## config.mk

```make
export PLATFORM = sky130hd
export DESIGN_NAME = video_timing_src
export DESIGN_NICKNAME = d
export VERILOG_FILES = /design/src/rtl/video_timing_src.sv
export SDC_FILE = /design/constraint.sdc
export NUM_CORES = 1
export LEC_CHECK = 0
export ABC_AREA = 0
export BUFFER_PORTS_ARGS = -buffer_cell sky130_fd_sc_hd__buf_4
export CAP_MARGIN = 5
export CORE_MARGIN = 3
export CORE_UTILIZATION = 50
export DETAILED_ROUTE_END_ITERATION = 10
export PLACE_DENSITY = 0.73
export RECOVER_POWER = 100
export SYNTH_ARGS = -nofsm -noshare
export SYNTH_HDL_FRONTEND = slang
export SYNTH_SLANG_ARGS = --single-unit
export TNS_END_PERCENT = 10
```

## constraint.sdc

```tcl
create_clock -name clk -period 3.6 [get_ports clk]
set_input_delay 0.18 -clock clk [delete_from_list [all_inputs] [get_ports clk]]
set_output_delay 0.18 -clock clk [all_outputs]
set_load 0.02 [all_outputs]
```

## src/rtl/video_timing_src.sv

```systemverilog
// Programmable raster timing source: sync/valid generation with external or
// built-in pattern pixel data, frame-aligned start/stop and frame counting.
module video_timing_src #(
    parameter int DATA_W    = 8,
    parameter int H_SYNC    = 40,
    parameter int H_BACK    = 220,
    parameter int H_DISP    = 1280,
    parameter int H_FRONT   = 110,
    parameter int V_SYNC    = 5,
    parameter int V_BACK    = 20,
    parameter int V_DISP    = 720,
    parameter int V_FRONT   = 5,
    parameter int SYNC_POL  = 1,
    parameter int CHK_SHIFT = 3,
    parameter int CNT_W     = 12
) (
    input  logic              clk,
    input  logic              rst_n,
    input  logic              enable,
    input  logic [1:0]        mode,
    input  logic [DATA_W-1:0] solid_val,
    input  logic [DATA_W-1:0] ext_data,
    output logic              data_req,
    output logic              img_vsync,
    output logic              img_hsync,
    output logic              img_valid,
    output logic [DATA_W-1:0] img_data,
    output logic [CNT_W-1:0]  x_pos,
    output logic [CNT_W-1:0]  y_pos,
    output logic              frame_start,
    output logic [15:0]       frame_cnt
);

    localparam int H_TOTAL = H_SYNC + H_BACK + H_DISP + H_FRONT;
    localparam int V_TOTAL = V_SYNC + V_BACK + V_DISP + V_FRONT;

    localparam logic [CNT_W-1:0] H_LAST   = CNT_W'(H_TOTAL - 1);
    localparam logic [CNT_W-1:0] V_LAST   = CNT_W'(V_TOTAL - 1);
    localparam logic [CNT_W-1:0] H_SYNC_C = CNT_W'(H_SYNC);
    localparam logic [CNT_W-1:0] V_SYNC_C = CNT_W'(V_SYNC);
    localparam logic [CNT_W-1:0] H_ACT_S  = CNT_W'(H_SYNC + H_BACK);
    localparam logic [CNT_W-1:0] H_ACT_E  = CNT_W'(H_SYNC + H_BACK + H_DISP);
    localparam logic [CNT_W-1:0] V_ACT_S  = CNT_W'(V_SYNC + V_BACK);
    localparam logic [CNT_W-1:0] V_ACT_E  = CNT_W'(V_SYNC + V_BACK + V_DISP);

    localparam logic SYNC_ACT = (SYNC_POL != 0);
    localparam logic SYNC_INA = ~SYNC_ACT;

    localparam logic [1:0] MODE_EXT   = 2'd0;
    localparam logic [1:0] MODE_GRAD  = 2'd1;
    localparam logic [1:0] MODE_CHK   = 2'd2;
    localparam logic [1:0] MODE_SOLID = 2'd3;

    // Counter width must cover the full raster; catch bad parameter sets early.
    if (H_TOTAL > (1 << CNT_W) || V_TOTAL > (1 << CNT_W)) begin : g_bad_cnt_w
        $error("video_timing_src: CNT_W too small for raster totals");
    end
    if (CHK_SHIFT >= CNT_W) begin : g_bad_chk
        $error("video_timing_src: CHK_SHIFT must be below CNT_W");
    end

    typedef enum logic {
        IDLE = 1'b0,
        RUN  = 1'b1
    } state_e;

    state_e              state_q, state_d;
    logic [CNT_W-1:0]    h_cnt_q, h_cnt_d;
    logic [CNT_W-1:0]    v_cnt_q, v_cnt_d;
    logic [1:0]          mode_q, mode_d;
    logic [DATA_W-1:0]   solid_q, solid_d;
    logic [15:0]         frame_cnt_q, frame_cnt_d;

    logic                vsync_q, vsync_d;
    logic                hsync_q, hsync_d;
    logic                valid_q, valid_d;
    logic [DATA_W-1:0]   data_q, data_d;
    logic [CNT_W-1:0]    x_q, x_d;
    logic [CNT_W-1:0]    y_q, y_d;
    logic                fs_q, fs_d;

    logic                running;
    logic                frame_first;
    logic                h_last, v_last;
    logic                h_act, v_act, active;
    logic [CNT_W-1:0]    x_cur, y_cur;
    logic [1:0]          mode_eff;
    logic [DATA_W-1:0]   solid_eff;
    logic                chk_bit;
    logic [DATA_W-1:0]   pix;

    // Counter decode
    always_comb begin
        running     = (state_q == RUN);
        frame_first = running && (h_cnt_q == '0) && (v_cnt_q == '0);
        h_last      = (h_cnt_q == H_LAST);
        v_last      = (v_cnt_q == V_LAST);
        h_act       = (h_cnt_q >= H_ACT_S) && (h_cnt_q < H_ACT_E);
        v_act       = (v_cnt_q >= V_ACT_S) && (v_cnt_q < V_ACT_E);
        active      = running && h_act && v_act;
        x_cur       = h_cnt_q - H_ACT_S;
        y_cur       = v_cnt_q - V_ACT_S;
        // The latch cycle itself already uses the new frame's settings.
        mode_eff    = frame_first ? mode : mode_q;
        solid_eff   = frame_first ? solid_val : solid_q;
        chk_bit     = x_cur[CHK_SHIFT] ^ y_cur[CHK_SHIFT];
    end

    assign data_req = active && (mode_eff == MODE_EXT);

    // Pixel source select
    always_comb begin
        pix = '0;
        if (active) begin
            case (mode_eff)
                MODE_EXT:   pix = ext_data;
                MODE_GRAD:  pix = DATA_W'(x_cur);
                MODE_CHK:   pix = {DATA_W{chk_bit}};
                MODE_SOLID: pix = solid_eff;
                default:    pix = '0;
            endcase
        end
    end

    // Run/idle control and raster counters
    always_comb begin
        state_d = state_q;
        h_cnt_d = h_cnt_q;
        v_cnt_d = v_cnt_q;
        case (state_q)
            IDLE: begin
                h_cnt_d = '0;
                v_cnt_d = '0;
                if (enable) begin
                    state_d = RUN;
                end
            end
            RUN: begin
                if (h_last) begin
                    h_cnt_d = '0;
                    if (v_last) begin
                        v_cnt_d = '0;
                        // Stop is only honoured at a frame boundary.
                        if (!enable) begin
                            state_d = IDLE;
                        end
                    end else begin
                        v_cnt_d = v_cnt_q + 1'b1;
                    end
                end else begin
                    h_cnt_d = h_cnt_q + 1'b1;
                end
            end
            default: begin
                state_d = IDLE;
                h_cnt_d = '0;
                v_cnt_d = '0;
            end
        endcase
    end

    // Frame-level latches and output stage
    always_comb begin
        mode_d      = frame_first ? mode : mode_q;
        solid_d     = frame_first ? solid_val : solid_q;
        frame_cnt_d = frame_cnt_q + {15'd0, frame_first};

        vsync_d = (running && (v_cnt_q < V_SYNC_C)) ? SYNC_ACT : SYNC_INA;
        hsync_d = (running && (h_cnt_q < H_SYNC_C)) ? SYNC_ACT : SYNC_INA;
        valid_d = active;
        data_d  = pix;
        x_d     = active ? x_cur : '0;
        y_d     = active ? y_cur : '0;
        fs_d    = frame_first;
    end

    always_ff @(posedge clk) begin
        if (!rst_n) begin
            state_q     <= IDLE;
            h_cnt_q     <= '0;
            v_cnt_q     <= '0;
            mode_q      <= MODE_EXT;
            solid_q     <= '0;
            frame_cnt_q <= '0;
            vsync_q     <= SYNC_INA;
            hsync_q     <= SYNC_INA;
            valid_q     <= 1'b0;
            data_q      <= '0;
            x_q         <= '0;
            y_q         <= '0;
            fs_q        <= 1'b0;
        end else begin
            state_q     <= state_d;
            h_cnt_q     <= h_cnt_d;
            v_cnt_q     <= v_cnt_d;
            mode_q      <= mode_d;
            solid_q     <= solid_d;
            frame_cnt_q <= frame_cnt_d;
            vsync_q     <= vsync_d;
            hsync_q     <= hsync_d;
            valid_q     <= valid_d;
            data_q      <= data_d;
            x_q         <= x_d;
            y_q         <= y_d;
            fs_q        <= fs_d;
        end
    end

    assign img_vsync   = vsync_q;
    assign img_hsync   = hsync_q;
    assign img_valid   = valid_q;
    assign img_data    = data_q;
    assign x_pos       = x_q;
    assign y_pos       = y_q;
    assign frame_start = fs_q;
    assign frame_cnt   = frame_cnt_q;

endmodule

```

# Word-level counts from Yosys, hierarchy flattened
# Cells that the tools add are included.
# Widths: inputs -> output; s select.
dict set report op_classes {
  n_addsub 5
  mul 0
  n_div 0
  magnitude_cmp 6
  eq_ne 6
  shifts 0
  muxes 14
  bitwise_logic 2
  n_reduce_logical 13
}
# operator count
set op_table {}
lappend op_table {{$pmux 12 s2} 2}
lappend op_table {{$mux 12} 3}
lappend op_table {{$pmux 8 s4} 1}
lappend op_table {{$add 12x1->12 const B} 2}
lappend op_table {{$logic_not 12->1} 2}
lappend op_table {{$add 16x1->16} 1}
lappend op_table {{$eq 12x10->1 const B} 1}
lappend op_table {{$eq 12x11->1 const B} 1}
lappend op_table {{$ge 12x5->1 const B} 1}
lappend op_table {{$ge 12x9->1 const B} 1}
lappend op_table {{$lt 12x10->1 const B} 1}
lappend op_table {{$lt 12x11->1 const B} 1}
lappend op_table {{$lt 12x3->1 const B} 1}
lappend op_table {{$lt 12x6->1 const B} 1}
lappend op_table {{$sub 12x5->12 const B} 1}
lappend op_table {{$sub 12x9->12 const B} 1}
lappend op_table {{$logic_and 1x1->1} 9}
lappend op_table {{$mux 8} 1}
lappend op_table {{$mux 1} 5}
lappend op_table {{$eq 2x2->1 const B} 2}
lappend op_table {{$eq 2x1->1 const B} 1}
lappend op_table {{$logic_not 2->1} 1}
lappend op_table {{$mux 2} 1}
lappend op_table {{$ne 2x1->1 const B} 1}
lappend op_table {{4 further kinds} 4}
dict set report word_totals {
  reg_bits 87
  latchBits 0
  ramBits 0
  rom_bits 0
  inputBits 21
  out_inout_bits 53
  wordCells 59
  memories 0
}

# Logic depth before layout (Yosys ltp)
dict set report depth {
  word_depth 6
  mapped_depth 15
  depth_no_buf 13
}

# Worst setup path after synthesis
# Ideal clock, no wire load.
dict set report synth_path {
  kind {register -> register}
  from {reg h_cnt_q[2]}
  to {reg frame_cnt_q[10] (netlist: frame_cnt[10])}
  setup_ns 0.071
  arrival_time_ns 3.137
  required_ns 3.529
  path_slack_ns 0.392
  path_stages_with_launch 15
  path_buffers 2
  period_less_slack_ns 3.208
  cell_sequence {dfxtp_1 > clkbuf_1 > inv_1 > ha_1 > nor3b_2 > and4_1 > nand2_1 > inv_1 > buf_2 > ha_1 > ha_1 > nand2_1 > or3_1 > or3_1 > a21oi_1}
}
dict set report synth_via {
  elab_chain_cells 4
}
# item line
set synth_rtl {}
lappend synth_rtl {{start: declaration} 68} ;# logic [CNT_W-1:0] h_cnt_q, h_cnt_d;
lappend synth_rtl {{start signal: assignment} 194} ;# h_cnt_q <= h_cnt_d;
lappend synth_rtl {{$logic_not 12->1} 95} ;# frame_first = running && (h_cnt_q == '0) && (v_cnt_q == '0);
lappend synth_rtl {{$logic_and 1x1->1 (2 in series)} 95}
lappend synth_rtl {{named net frame_first} 83} ;# logic frame_first;
lappend synth_rtl {{$add 16x1->16} 166} ;# frame_cnt_d = frame_cnt_q + {15'd0, frame_first};
lappend synth_rtl {{end signal: assignment} 198} ;# frame_cnt_q <= frame_cnt_d;
lappend synth_rtl {{end: declaration} 72} ;# logic [15:0] frame_cnt_q, frame_cnt_d;
# The timed path passes the listed nets, and every way through them passes these cells.
# A chain may end at the register's enable or synchronous reset.

# Worst setup path in the final report
dict set report layout_path {
  from {reg h_cnt_q[2]}
  to {out data_req}
}
dict set report layout_via {
  elab_chain_cells 6
  word_cells_on_any_way 11
  cone_classes {order compare (2); mux (1); reduce/logical (8)}
}
# item line
set layout_rtl {}
lappend layout_rtl {{parallel branches: the longest is 5 deep, another holds $ge 12x9->1} -}
lappend layout_rtl {{$logic_and 1x1->1 (*)} 109} ;# assign data_req = active && (mode_eff == MODE_EXT);
lappend layout_rtl {{end: declaration} 23} ;# output logic data_req,
# Mark *: on every way between the ends.

==> flow_summary.json <==
{
  "skew_ns": 0.00688,
  "syn2layout_area_growth_pct": 14.4,
  "yosysSeqAreaShare": 0.434,
  "synth-simple-area-share": 0.267,
  "first_global_vias": 3161,
  "rsz0062_at_grt": "false",
  "fin_crit_ns": 3.27,
  "vias": 3576,
  "cts_buffers": 9,
  "r2r-start": "h_cnt_q[2]$_SDFF_PP0_",
  "hold_violations": 0,
  "rows": 32,
  "design.die.area_sq_mm": 0.00913,
  "clock_sinks": 87,
  "min_period_over_period": 0.908,
  "synth_compound_area_frac": 0.116,
  "wl_per_cell_um": 14.6,
  "critPathRequiredTime_ns": 3.42,
  "synth-adder-area-share": 0.0343,
  "drt-initial-drc-count": 137,
  "r2r_slack_ns": 0.64,
  "syn_nets": 506,
  "r2r_end": "x_pos[6]$_SDFF_PN0_",
  "grt.total_usage": 0.209,
  "coreArea_sq_mm": 0.00777,
  "final_cell_mix": "87 x dfxtp_1, 67 x nor2_1, 57 x clkbuf_1, 43 x nand2_1, 28 x a21oi_1",
  "gp_congestion": 0.889,
  "dp.cells": 626,
  "critPathMaxFanout": 10,
  "status": "complete, no violations",
  "yosysWarnings": 0,
  "drv_cap": 0,
  "drc": 0,
  "path_clk_slew_ns": 0.08,
  "hold_path_end": "running$_SDFF_PN0_",
  "fillerInstances": 768,
  "hpwl_um": 6890,
  "drtAntennaViolNets": 0,
  "worst_pin_slew_ns": 0.944,
  "setup.worst_path.start_class": "register",
  "post_cts_resized": 0,
  "final_cells": 641,
  "total_power_uw": 1870,
  "drive_above_1_share": 0.0724,
  "cp.arrival_ns": 3.09,
  "drv_slew": 0,
  "io_pins": 74,
  "setup_viol": 0,
  "start_util": 0.516,
  "h-tree-depth": 3,
  "cp-end-kind": "primary output",
  "synth_cells": 474,
  "final_common_cell": "dfxtp_1",
  "synthXorXnorAreaFrac": 0.105,
  "fmax_mhz": 306,
  "grt_antenna_before_repair": 0,
  "power.density_mw_per_mm2": 409,
  "clock-root-buffer": "clkbuf_8",
  "clock_latency_ns": 0.35,
  "slew_headroom": 0.363,
  "syn-cell-area_sq_mm": 0.00401,
  "clock_path_buffers": 2,
  "post_cts_buffers": 0,
  "cts_tree": "yes",
  "port_buffers": 73,
  "grt_max_degree": 27,
  "nets": 567,
  "synthMuxAreaShare": 0.00250,
  "vdd_drop_max_uv": 187,
  "wl_um": 9360,
  "total_leakage_power_uw": 0.00178,
  "finalSetupTns_ns": 0,
  "synth-edff-count": 0,
  "synth_top_family_by_area": "simple AND/OR/NAND/NOR gates",
  "firstDrtPassIters": 4,
  "holdPathStages": 3,
  "yosys.cell_types.count": 52,
  "die_h_um": 95.6,
  "hold_buffers": 0,
  "diodes": 0,
  "hold_class": "input port to register",
  "die_w_um": 95.6,
  "syn_avg_cell_area_sq_um": 8.46,
  "critPathKind": "register to primary output",
  "hp-start": "enable",
  "hold_slack_ns": 0.0278,
  "grt_pass1_wl_um": 15100,
  "synth_seq_cells": 87,
  "ys.flop_type": "dfxtp_1",
  "gr-total-overflow": 0,
  "r2r_cells": 9,
  "async_flop_share": 0,
  "via_per_inst": 5.58
}
[kinds of logic (layout without fill, tap and decap cells)]
| kind of cell | count (synthesis) | count (layout) |
|---|---|---|
| and+or+nand+nor | 214 | 214 |
| DFF | 87 | 87 |
| AOI/OAI and AO/OA | 73 | 73 |
| xor gates and xnor gates | 48 | 48 |
| buffers and inverters | 40 | 105 |
| adders and majority gates | 11 | 11 |
| muxes | 1 | 1 |
[per-stage QoR]
stage	util	cell area [sq um]	setup WS (ns)
final	0.591	4590	0.331
after CTS	0.617	4790	0.428
after detailed placement	0.593	4610	0.676
after floorplan	-	4010	0.392
after global routing	0.591	4590	0.129
after global placement	0.593	4610	0.760
[power by group]
part / internal, uW / total [uW] / switching [uW]
logic: 72.7 / 203 / 130
registers: 985 / 1010 / 24.7
clock network: 337 / 662 / 325
[worst max-delay path: stages, from the launching register on]
cell	delay, ns
dfxtp_1	0.41
inv_1	0.09
ha_1	0.19
nor3b_2	0.36
nand4_1	0.37
or4_1	0.70
a211oi_1	0.34
clkbuf_1	0.27
[Yosys cell counts (11+ instances only)]
| library cell | n | area (sq um) |
|---|---|---|
| a21oi_1 | 28 | 140 |
| clkbuf_1 | 21 | 78.8 |
| dfxtp_1 | 87 | 1740 |
| ha_1 | 11 | 138 |
| inv_1 | 11 | 41.3 |
| nand2_1 | 43 | 161 |
| nand3_1 | 25 | 125 |
| nand4_1 | 13 | 81.3 |
| nor2_1 | 67 | 251 |
| nor3_1 | 15 | 75.1 |
| o21ai_0 | 14 | 70.1 |
| xnor2_1 | 21 | 184 |
| xor2_1 | 27 | 236 |
[area by class of cell]
class                   instances  area, sq um  share of cell area
repair buffers                 78          379              0.0826
inverters                      12         45.0             0.00982
clock inverters                 3         43.8             0.00954
flip-flops and latches         87         1740               0.380
well taps                     102          128              0.0278
clock buffers                  12          145              0.0316
multi-input cells             347         2110               0.459
[flip-flops by register name (all words and copies together), names as in the netlist, 2 cells and up]
| name | flops |
|---|---|
| frame_cnt | 16 |
| img_data | 8 |
| y_pos | 12 |
| x_pos | 12 |
| solid_q | 8 |
| h_cnt_q | 12 |
| v_cnt_q | 12 |
| mode_q | 2 |
[per-layer routing]
layer | vias to the layer above | global-route usage | share of wire
met5 | - | 0 | 0
met4 | 0 | 0.0770 | 0.017
met3 | 13 | 0.0379 | 0.074
met2 | 120 | 0.332 | 0.46
met1 | 1670 | 0.282 | 0.45
li1 | 1773 | - | -
[worst max-delay path by stage]
stage / startpoint / endpoint / slack (ns) / cells after the start
after floorplan: h_cnt_q[2]$_SDFF_PP0_ / frame_cnt[10]$_SDFF_PN0_ / 0.39 / 14
after global placement: h_cnt_q[2]$_SDFF_PP0_ / frame_cnt[12]$_SDFF_PN0_ / 0.76 / 13
after detailed placement: h_cnt_q[2]$_SDFF_PP0_ / frame_cnt[10]$_SDFF_PN0_ / 0.68 / 12
after CTS: h_cnt_q[2]$_SDFF_PP0_ / data_req / 0.43 / 7
after global routing: h_cnt_q[2]$_SDFF_PP0_ / data_req / 0.13 / 7
final: h_cnt_q[2]$_SDFF_PP0_ / data_req / 0.33 / 7
(Power assumes the default switching activity.)
